--- src/rtl/alsu_arbiter_ctrl.sv ---
// ----------------------------------------------------------------------------
// alsu_arbiter_ctrl
//
// Lets two command requesters share one ALSU. An accepted command is
// registered onto the ALSU input ports. The controller waits out the ALSU
// pipeline latency, captures alsu_out, and returns it on a valid/ready
// response channel. Commands that the ALSU cannot execute meaningfully can be
// rejected locally (CHECK_INVALID=1). A rejected command never reaches the
// ALSU and is answered on the next cycle with rsp_err=1.
//
// Parameters
//   ALSU_LAT       cycles from the registered ALSU inputs to a valid alsu_out
//                  (1..15)
//   CHECK_INVALID  1 = reject invalid commands locally, 0 = forward everything
//
// Ports
//   clk, rst                      clock, asynchronous active-high reset
//   r0_valid/r0_ready/r0_cmd      requester 0 command channel
//   r1_valid/r1_ready/r1_cmd      requester 1 command channel
//                                 cmd layout: [15:13] opcode, [12:10] A,
//                                 [9:7] B, [6] cin, [5] serial_in,
//                                 [4] red_op_A, [3] red_op_B, [2] bypass_A,
//                                 [1] bypass_B, [0] direction
//   rsp_valid/rsp_ready           response handshake
//   rsp_id, rsp_data, rsp_err     response payload
//   busy                          high whenever the controller is not IDLE
//   op_count                      completed responses (wraps at 256)
//   alsu_*                        registered ALSU input ports
//   alsu_out                      ALSU result
// ----------------------------------------------------------------------------
module alsu_arbiter_ctrl #(
    parameter int ALSU_LAT      = 2,
    parameter bit CHECK_INVALID = 1'b1
) (
    input  logic        clk,
    input  logic        rst,

    input  logic        r0_valid,
    output logic        r0_ready,
    input  logic [15:0] r0_cmd,

    input  logic        r1_valid,
    output logic        r1_ready,
    input  logic [15:0] r1_cmd,

    output logic        rsp_valid,
    input  logic        rsp_ready,
    output logic        rsp_id,
    output logic [5:0]  rsp_data,
    output logic        rsp_err,

    output logic        busy,
    output logic [7:0]  op_count,

    output logic [2:0]  alsu_A,
    output logic [2:0]  alsu_B,
    output logic [2:0]  alsu_opcode,
    output logic        alsu_cin,
    output logic        alsu_serial_in,
    output logic        alsu_red_op_A,
    output logic        alsu_red_op_B,
    output logic        alsu_bypass_A,
    output logic        alsu_bypass_B,
    output logic        alsu_direction,
    input  logic [5:0]  alsu_out
);

    typedef enum logic [1:0] {
        IDLE  = 2'd0,
        ISSUE = 2'd1,
        WAIT  = 2'd2,
        RESP  = 2'd3
    } state_t;

    // The counter is loaded at accept time. ISSUE and WAIT then count it
    // down. The result is sampled in whichever of the two states sees zero.
    // This gives rsp_valid in cycle T+1+ALSU_LAT for every legal latency,
    // including ALSU_LAT=1, where ISSUE goes straight to RESP.
    localparam logic [3:0] LAT_LOAD = 4'(ALSU_LAT - 1);

    state_t      state_reg;
    state_t      state_next;

    logic        rr_ptr_reg;       // requester favoured on contention
    logic [3:0]  cnt_reg;
    logic [15:0] alsu_cmd_reg;     // command currently presented to the ALSU
    logic        rsp_id_reg;
    logic [5:0]  rsp_data_reg;
    logic        rsp_err_reg;
    logic [7:0]  op_count_reg;

    logic        grant0;
    logic        grant1;
    logic        accept;
    logic        sel_id;
    logic [15:0] sel_cmd;
    logic [2:0]  sel_op;
    logic        bad_opcode;
    logic        bad_reduction;
    logic        cmd_invalid;
    logic        cnt_zero;
    logic        rsp_fire;
    logic        in_flight;

    // ------------------------------------------------------------------
    // Round-robin grant. Grants are only raised in IDLE. A lone valid
    // always wins. On contention the favoured requester wins.
    // ------------------------------------------------------------------
    always_comb begin
        grant0 = 1'b0;
        grant1 = 1'b0;
        if (state_reg == IDLE) begin
            grant0 = r0_valid && (!r1_valid || !rr_ptr_reg);
            grant1 = r1_valid && (!r0_valid ||  rr_ptr_reg);
        end
    end

    assign r0_ready = grant0;
    assign r1_ready = grant1;
    assign accept   = grant0 | grant1;
    assign sel_id   = grant1;
    assign sel_cmd  = grant1 ? r1_cmd : r0_cmd;
    assign sel_op   = sel_cmd[15:13];

    // Opcodes 110/111 are undefined. Reduction modes only make sense for
    // the bitwise opcodes 000 (AND) and 001 (XOR).
    assign bad_opcode    = (sel_op == 3'b110) || (sel_op == 3'b111);
    assign bad_reduction = (sel_cmd[4] || sel_cmd[3]) && (sel_op[2:1] != 2'b00);
    assign cmd_invalid   = CHECK_INVALID && (bad_opcode || bad_reduction);

    assign cnt_zero  = (cnt_reg == 4'd0);
    assign rsp_fire  = (state_reg == RESP) && rsp_ready;
    assign in_flight = (state_reg == ISSUE) || (state_reg == WAIT);

    // ------------------------------------------------------------------
    // FSM state register
    // ------------------------------------------------------------------
    always_ff @(posedge clk or posedge rst) begin
        if (rst) begin
            state_reg <= IDLE;
        end else begin
            state_reg <= state_next;
        end
    end

    // ------------------------------------------------------------------
    // FSM next-state logic
    // ------------------------------------------------------------------
    always_comb begin
        state_next = state_reg;
        case (state_reg)
            IDLE: begin
                if (accept) begin
                    state_next = cmd_invalid ? RESP : ISSUE;
                end
            end
            ISSUE: begin
                state_next = cnt_zero ? RESP : WAIT;
            end
            WAIT: begin
                if (cnt_zero) begin
                    state_next = RESP;
                end
            end
            RESP: begin
                if (rsp_ready) begin
                    state_next = IDLE;
                end
            end
            default: begin
                state_next = IDLE;
            end
        endcase
    end

    // ------------------------------------------------------------------
    // Datapath: command capture, latency counter, response payload
    // ------------------------------------------------------------------
    always_ff @(posedge clk or posedge rst) begin
        if (rst) begin
            rr_ptr_reg   <= 1'b0;
            cnt_reg      <= 4'd0;
            alsu_cmd_reg <= 16'd0;
            rsp_id_reg   <= 1'b0;
            rsp_data_reg <= 6'd0;
            rsp_err_reg  <= 1'b0;
            op_count_reg <= 8'd0;
        end else begin
            if (accept) begin
                rr_ptr_reg   <= ~sel_id;
                rsp_id_reg   <= sel_id;
                rsp_err_reg  <= cmd_invalid;
                rsp_data_reg <= 6'd0;
                cnt_reg      <= LAT_LOAD;
                // A rejected command leaves the ALSU ports untouched.
                if (!cmd_invalid) begin
                    alsu_cmd_reg <= sel_cmd;
                end
            end

            if (in_flight) begin
                if (cnt_zero) begin
                    rsp_data_reg <= alsu_out;
                end else begin
                    cnt_reg <= cnt_reg - 4'd1;
                end
            end

            if (rsp_fire) begin
                op_count_reg <= op_count_reg + 8'd1;
            end
        end
    end

    // ------------------------------------------------------------------
    // Output mapping
    // ------------------------------------------------------------------
    assign rsp_valid      = (state_reg == RESP);
    assign rsp_id         = rsp_id_reg;
    assign rsp_data       = rsp_data_reg;
    assign rsp_err        = rsp_err_reg;
    assign busy           = (state_reg != IDLE);
    assign op_count       = op_count_reg;

    assign alsu_opcode    = alsu_cmd_reg[15:13];
    assign alsu_A         = alsu_cmd_reg[12:10];
    assign alsu_B         = alsu_cmd_reg[9:7];
    assign alsu_cin       = alsu_cmd_reg[6];
    assign alsu_serial_in = alsu_cmd_reg[5];
    assign alsu_red_op_A  = alsu_cmd_reg[4];
    assign alsu_red_op_B  = alsu_cmd_reg[3];
    assign alsu_bypass_A  = alsu_cmd_reg[2];
    assign alsu_bypass_B  = alsu_cmd_reg[1];
    assign alsu_direction = alsu_cmd_reg[0];

endmodule

--- config.mk ---
export PLATFORM = sky130hd
export DESIGN_NAME = alsu_arbiter_ctrl
export DESIGN_NICKNAME = d
export VERILOG_FILES = /design/src/rtl/alsu_arbiter_ctrl.sv
export SDC_FILE = /design/constraint.sdc
export NUM_CORES = 1
export LEC_CHECK = 0
export ABC_AREA = 1
export BUFFER_PORTS_ARGS = -buffer_cell sky130_fd_sc_hd__buf_2
export CORE_ASPECT_RATIO = 0.6
export CORE_UTILIZATION = 39
export CTS_BUF_LIST = sky130_fd_sc_hd__clkbuf_16
export DETAILED_ROUTE_END_ITERATION = 10
export PLACE_DENSITY = 0.7
export REMOVE_ABC_BUFFERS = 1
export SYNTH_ARGS = -nofsm -noshare
export SYNTH_HDL_FRONTEND = slang
export SYNTH_SLANG_ARGS = --single-unit
--- constraint.sdc ---
create_clock -name clk -period 2.2 [get_ports clk]
set_input_delay 0.55 -clock clk [delete_from_list [all_inputs] [get_ports clk]]
set_output_delay 0.55 -clock clk [all_outputs]
set_load 0.005 [all_outputs]
Word-level counts from Yosys, hierarchy flattened. Cells that the tools add are included.

Flip-flop bits (word level): 39. Input bits: 43. Word-level logic and storage cells: 55.

Add/sub/neg operators: 2. Equal/unequal tests: 8. Mux-type cells: 15. Bitwise gates (word level): 3. Reduce and logical (&&, ||, !) cells: 19.

Operator list (count): two-way mux 6 bit (3); two-way mux 16 bit (1); two-way mux 4 bit (3); adder 8 x 1 -> 8 bit (second input constant) (1); two-way mux 2 bit (4); one-hot mux 2 bit (4 select lines) (1); == test 3 bit (second input constant) (2); logical OR 1 bit (6); == test 2 bit (second input constant) (2); logical AND 1 bit (4); logical NOT 4 bit (1); != test 2 bit (second input constant) (2); nonzero test 2 bit (2); subtractor 4 x 1 -> 4 bit (second input constant) (1); logical NOT 1 bit (3); two-way mux 1 bit (3); AND reduction 3 bit (1); == test 2 x 1 -> 1 bit (second input constant) (1); logical NOT 2 bit (1); != test 2 x 1 -> 1 bit (second input constant) (1); inverter 1 bit (2); AND reduction 2 bit (1); OR 1 bit (1).

Logic depth before layout (Yosys ltp). Gate-level depths: netlist of run 1.

Word-level depth: 11. Mapped depth: 13. Mapped depth without buffers: 12.

Worst setup path after synthesis of run 1. OpenSTA, ideal clock, no wires.

Kind: register to output. From: register state_reg[0]. To: output port r1_ready. Arrival time: 1.256 ns. Setup slack: 0.394 ns. Cell stages (with the launch flop): 8. Path through: dfrtp_1 inv_1 ha_1 nand2_2 inv_4 nand2_4 inv_1 buf_2.

Cells in the longest elaborated chain, start to end: 2.

RTL lines: start, declared (RTL line 81) `state_t state_reg;`; start signal, assigned (RTL line 142) `state_reg <= state_next;`; logical NOT 2 bit (RTL line 112) `if (state_reg == IDLE) begin`; two-way mux 1 bit (RTL line 112); end, declared (RTL line 43) `output logic r1_ready,`.

Every way passes these cells.

Worst setup path after layout of run 1.
From: register state_reg[1]. To: output port r1_ready.

Same word-level chain as after synthesis.

==> flow_summary_export.csv, run 1 <==
group,metric,value,unit
timing,fmax,487.3,MHz
timing,setup_viol,0,
yosys,synth.distinct_cells,26,
floorplanning,start_util,0.4071,
timing,period_minus_slack,2.052,ns
timing,slew_headroom,0.6723,
floorplanning,die_h,58.41,µm
yosys,yosysTopAreaCell,"dfrtp_1",
floorplanning,die_w,96.02,µm
setup_path,rr_worst_depth,12,
status,status,"finished, final reports clean",
yosys,yosysTopAreaCellShare,0.4719,
cts,clock_sinks,39,
yosys,synthXorXnorAreaFrac,0.02964,
setup_path,rrSetupSlack,0.25,ns
route,drc,0,
placement,gp_congestion,0.7590,
cells_and_area,nNetsFinal,395,
timing,slew_violations,0,
setup_path,crit_fanout,19,
pwr,power_switching,1.404,mW
setup_path,timing.rr.start,"state_reg[1]",
grt,gr-total-overflow,0,
yosys,syn_area,0.002068,mm²
cells_and_area,final_util,0.5296,
pwr,power.leakage,1.614,nW
route,wirelength,4.666,mm
timing,layout_setup_ws,0.1479,ns
timing,fin_crit_sh,0.9328,
timing,holdWs,0.3820,ns
yosys,synthAdderAreaFrac,0.03630,
grt,grt_pass1_wl,7.548,mm
placement,dp_slack,0.1795,ns
timing,hold_viol,0,
cts,cts_root_buffer,"clkbuf_16",
setup_path,end_kind,"output port",
cells_and_area,final_common_cell,"nand2_1",
cells_and_area,largest_register_ffs,16,
cts,cts_buffer_depth,2,
cts,post_cts_resized,0,
setup_path,path_class,"reg -> out",
pwr,swShare,0.4118,
setup_path,cp_data_arrival_time,1.50,ns
placement,io_buffers,78,
yosys,synthCells,263,
job,max_cap_violations,0,
timing,grt_setup_unrepaired,"false",
cells_and_area,syn_to_final_growth,30.07,%
cts,cts_buffers,5,
pwr,peakVddDrop,0.7533,mV
pwr,pwr-share-clk,0.194,
route,vias,1941,
yosys,synth_top_family_by_area,"simple AND/OR/NAND/NOR gates",
cells_and_area,final_cell_mix,"nand2_1 (105), buf_2 (78), dfrtp_1 (39), inv_1 (28), nand3_1 (20)",
floorplanning,io_pins,79,
cts,clkLatencyLatePin,0.28,ns
setup_path,timing.rr.end,"alsu_cmd_reg[9]",
floorplanning,core_area,0.005080,mm²
route,post_drt_wl_per_cell,11.33,µm
timing,fin_setup_tns,0,ns
route,drtIter0Drc,79,
yosys,synth_area_per_cell,7.864,µm²
yosys,yosys.area_share.simple,0.3509,
cells_and_area,drive_above_1_share,0.3006,
pwr,seq_power_share,0.344,
worst_hold_path,hp-class,"in -> async",
yosys,synth_compound_gate_area_share,0.03206,
grt,grt_max_degree,40,
cts,tritoncts,"done",
pwr,powerDensity,1267,mW/mm²
yosys,synth_area_leaders,"dfrtp_1 (47%), nand2_1 (19%), inv_1 (5.3%)",
cts,post-cts-setup-buffers,0,
yosys,ys_seq_area_frac,0.4719,
route,dr.pass1.iters,4,
grt,grt_usage,0.1796,
yosys,synthMuxAreaShare,0,
route,drtAntennaViolNets,0,
floorplanning,dieArea,0.005608,mm²
yosys,synth_warnings,0,
timing,worst_clock_skew,0.002828,ns
cts,path_clk_slew,0.05,ns
setup_path,crit_required,1.65,ns
grt,antenna_found_initial,0,
timing,worstMarginPinSlew,0.4916,ns
setup_path,crit_path_start_kind,"flip-flop",
route,viasPerCell,4.711,
cts,h-tree-depth,2,
cts,hold_buffers,0,
grt,grt_pass1_vias,1651,
yosys,synth_seq_cells,39,
pwr,finalPower,3.408,mW
pwr,power_frac_comb,0.462,
cells_and_area,antenna_cells,0,
floorplanning,rows,20,
placement,dp_hpwl,3.520,mm
pwr,internal_power,2.005,mW
synthesized netlist by cell type, drive strengths merged:
cell type / count
dfrtp: 39
clkbuf: 3
nor2b: 1
ha: 6
nor3b: 1
nand3: 21
nor2: 4
nand3b: 2
xnor2: 2
o21bai: 1
o22ai: 2
o21ai: 4
inv: 33
nor3: 1
buf: 4
a31oi: 1
nand4: 16
a21oi: 4
nand2: 113
xor2: 5
cell type report:
class,instances,area [µm²]
clock inverter,2,8.758
clock buffer,5,125.1
inverter,33,126.4
timing repair buffer,82,420.4
multi-input combinational,185,950.9
sequential,39,975.9
fill,519,2390
tap,66,82.58
power by group through the flow:
stage	logic (mW)	registers, mW	clock network (mW)
after global placement	1.52	1.17	0
final	1.58	1.17	0.661
after CTS	1.56	1.17	0.686
after floorplan	0.985	1.17	0
after detailed placement	1.56	1.18	0
after global routing	1.82	1.22	0.720
per-layer routing:
metal,vias to the layer above,part of all wire,track usage
met5,-,0,0
met4,0,0.014,0.05757
met3,10,0.065,0.05426
met2,60,0.39,0.2401
met1,869,0.53,0.2724
li1,1002,-,-
worst max-delay path by stage:
stage | end | start | slack [ns] | cells past startpoint
after floorplan | r1_ready | state_reg[0] | 0.39 | 6
after global placement | rsp_err | state_reg[0] | 0.26 | 11
after detailed placement | rsp_err | state_reg[1] | 0.18 | 11
after CTS | r0_ready | state_reg[0] | 0.09 | 6
after global routing | r1_ready | state_reg[1] | 0.01 | 7
final | r1_ready | state_reg[1] | 0.15 | 7
critical path, stage by stage, from the launching register on:
cell,delay (ns)
dfrtp_1,0.42
inv_1,0.11
ha_1,0.20
nand2_2,0.09
inv_4,0.10
nand2_8,0.10
inv_1,0.10
buf_2,0.11
cells by family (layout without fill, tap and decap cells):
group	Yosys count	in the layout
AOI/OAI and AO/OA	12	12
xor gates and xnor gates	7	7
adders and majority gates	6	6
buffers and inverters	40	122
DFF	39	39
and+or+nand+nor	159	160
through the flow:
stage,instance area (µm²),instances
after CTS,2668,411
after detailed placement,2534,404
final,2690,412
after global routing,2690,412
after global placement,2534,404
after floorplan,2031,256
Power figures use the tool's default switching activity.
==> run 2: changes to the inputs <==
Settings changed: ABC_AREA 1 to not set, PLACE_DENSITY 0.7 to 0.71.
==> run 2 against run 1 <==
Effect of this change: global-route usage about the same; count of clock-buffer cells in the layout unchanged; worst setup slack got worse by 0.047 ns.
==> flow_summary_export.csv, run 2 <==
group,metric,value,unit
grt,top_usage_layer,"met2",
placement,dp_slack,0.07981,ns
cells_and_area,nNetsFinal,319,
cells_and_area,largest_register_ffs,16,
worst_hold_path,hp-class,"in -> async",
floorplanning,io_pins,79,
yosys,synth-edff-count,0,
setup_path,crit_required,1.65,ns
status,status,"finished, final reports clean",
cells_and_area,final_cell_mix,"buf_2 (78), dfrtp_1 (39), mux2_2 (23), nand2_1 (22), o21ai_0 (18)",
cts,tritoncts,"done",
grt,gr-usage-met2,0.2701,
grt,gr-total-overflow,0,
cells_and_area,instances_no_fill,334,
cts,cts_buffer_depth,2,
timing,layout_setup_ws,0.1010,ns
yosys,async_flop_share,1.000,
yosys,ys_seq_area_frac,0.4952,
placement,dpl.cell_count,321,
setup_path,cp_data_arrival_time,1.55,ns
yosys,yosysTopAreaCell,"dfrtp_1",
cells_and_area,final_common_cell,"buf_2",
yosys,synthCells,176,
floorplanning,rows,19,
route,drtAntennaViolNets,0,
route,dr.pass1.iters,5,
setup_path,end_kind,"output port",
timing,worstMarginPinSlew,0.4938,ns
timing,slew_headroom,0.6708,
cells_and_area,drive_above_1_share,0.4871,
floorplanning,die_w,93.77,µm
route,wirelength,4.453,mm
yosys,synth_seq_cells,39,
timing,holdWs,0.3889,ns
floorplanning,die_h,57.06,µm
route,drc,0,
timing,setup_viol,0,
yosys,syn_area,0.001971,mm²
route,drtIter0Drc,50,
cts,cts_root_buffer,"clkbuf_16",
grt,antenna_found_initial,0,
yosys,synthTopCellsByCount,"dfrtp_1 (39), mux2_2 (23), nand2_1 (22)",
cts,hold_buffers,0,
timing,fmax,476.4,MHz
route,viasPerCell,4.793,
floorplanning,start_util,0.4187,
yosys,synth_most_common_cell,"dfrtp_1",
timing,hold_viol,0,
floorplanning,core_area,0.004707,mm²
yosys,yosysTopAreaCellShare,0.4952,
cells_and_area,syn_to_final_growth,37.52,%
grt,grt_pass1_vias,1498,
cts,path_clk_slew,0.06,ns
grt,grt_pass1_wl,7.293,mm
placement,dp_hpwl,3.341,mm
pwr,powerDensity,1309,mW/mm²
timing,slew_violations,0,
pwr,peakVddDrop,0.6582,mV
placement,gp_congestion,0.7628,
pwr,finalPower,3.548,mW
timing,period_minus_slack,2.099,ns
setup_path,crit_path_start_kind,"flip-flop",
placement,io_buffers,78,
setup_path,path_class,"reg -> out",
route,post_drt_wl_per_cell,13.33,µm
timing,fin_crit_sh,0.9541,
cts,h-tree-depth,2,
yosys,synth_area_per_cell,11.20,µm²
floorplanning,dieArea,0.005351,mm²
setup_path,crit_fanout,6,
timing,grt_setup_unrepaired,"false",
cts,clkLatencyLatePin,0.28,ns
cts,cts_buffers,5,
grt,grt_max_degree,40,
yosys,synth_warnings,0,
job,max_cap_violations,0,
grt,use_met1,0.2523,
timing,worst_clock_skew,0.004491,ns
yosys,ys_dominant_reg_cell,"dfrtp_1",
yosys,synth_area_leaders,"dfrtp_1 (50%), mux2_2 (13%), mux2_1 (5.1%)",
route,vias,1601,
grt,grt_usage,0.1794,
cts,clock_sinks,39,
pwr,power.leakage,1.352,nW
yosys,synth.distinct_cells,37,
grt,grt_use_met3,0.06400,
cells_and_area,antenna_cells,0,
run 2: cell types whose count changed in the layout (fill, tap and decap cells not counted), moves of 4 or more:
| cell | previous run | this run |
|---|---|---|
| buf_4 | 4 | 12 |
| nand2_2 | 5 | 1 |
| o21ai_0 | 4 | 18 |
| nand3_1 | 20 | 5 |
| mux2_1 | 0 | 9 |
| nand2_1 | 105 | 22 |
| nand4_1 | 16 | 0 |
| mux2_2 | 0 | 23 |
| inv_1 | 28 | 7 |
run 2: where the power goes:
| group | total, mW | leakage (nW) | switching, mW | internal [mW] |
|---|---|---|---|---|
| Clock | 0.815 | 0.0838 | 0.281 | 0.534 |
| Combinational | 1.51 | 0.784 | 0.714 | 0.800 |
| Sequential | 1.22 | 0.485 | 0.195 | 1.02 |
run 2: cell type report:
type,count,area [µm²]
Sequential cell,39,975.9
Timing Repair Buffer,92,511.7
Clock inverter,3,43.79
Inverter,10,37.54
Clock buffer,5,125.1
Tap cell,63,78.83
Fill cell,404,1997
Multi-Input combinational cell,122,937.1
run 2: kinds of logic (layout without fill, tap and decap cells):
family / Yosys count / in the layout / share of synthesized area
adders and majority gates: 6 / 6 / 0.03809
buffers and inverters: 15 / 110 / 0.03682
muxes: 33 / 33 / 0.1879
DFF: 39 / 39 / 0.4952
and+or+nand+nor: 46 / 46 / 0.1099
xor gates and xnor gates: 7 / 7 / 0.03111
AOI/OAI and AO/OA: 30 / 30 / 0.1010
run 2: routing by layer:
layer	up-vias	wire length (µm)
met3	2	296
met4	0	10
met5	-	0
met1	748	2210
li1	801	-
met2	50	1935
run 2: what timing repair did:
action / 4_1_cts / 5_1_grt
pin swaps: 1 / 2
gates resized for setup: 4 / 3
buffers inserted: 2 / 3
hold endpoints to repair: 0 / 0
setup endpoints to repair: 1 / 3
run 2: through the flow:
stage | utilization | area [µm²] | TNS (ns)
2_1_floorplan | - | 1936 | -4.725
3_3_place_gp | 0.5279 | 2485 | 0
3_5_place_dp | 0.5279 | 2485 | 0
4_1_cts | 0.5680 | 2674 | 0
5_1_grt | 0.5758 | 2710 | 0
6_report | 0.5758 | 2710 | 0
run 2: path summary, 6_finish.rpt:
check                              from         endpoint  slack [ns]  depth (start not counted)
hold / removal                      rst      rsp_data[3]        0.39                          3
max in group asynchronous           rst      op_count[7]        1.47                          3
min in group clk            op_count[7]      op_count[7]        0.47                          1
setup / recovery           state_reg[0]         r1_ready        0.10                          7
hold reg to reg             op_count[7]      op_count[7]        0.47                          1
setup reg to reg           state_reg[0]  alsu_cmd_reg[4]        0.15                          8
run 2: critical path: stages, from the launching register on:
cell	delay, ns
dfrtp_1	0.40
inv_2	0.10
ha_4	0.14
nand2_2	0.07
or2_4	0.27
buf_6	0.14
inv_2	0.05
buf_2	0.10
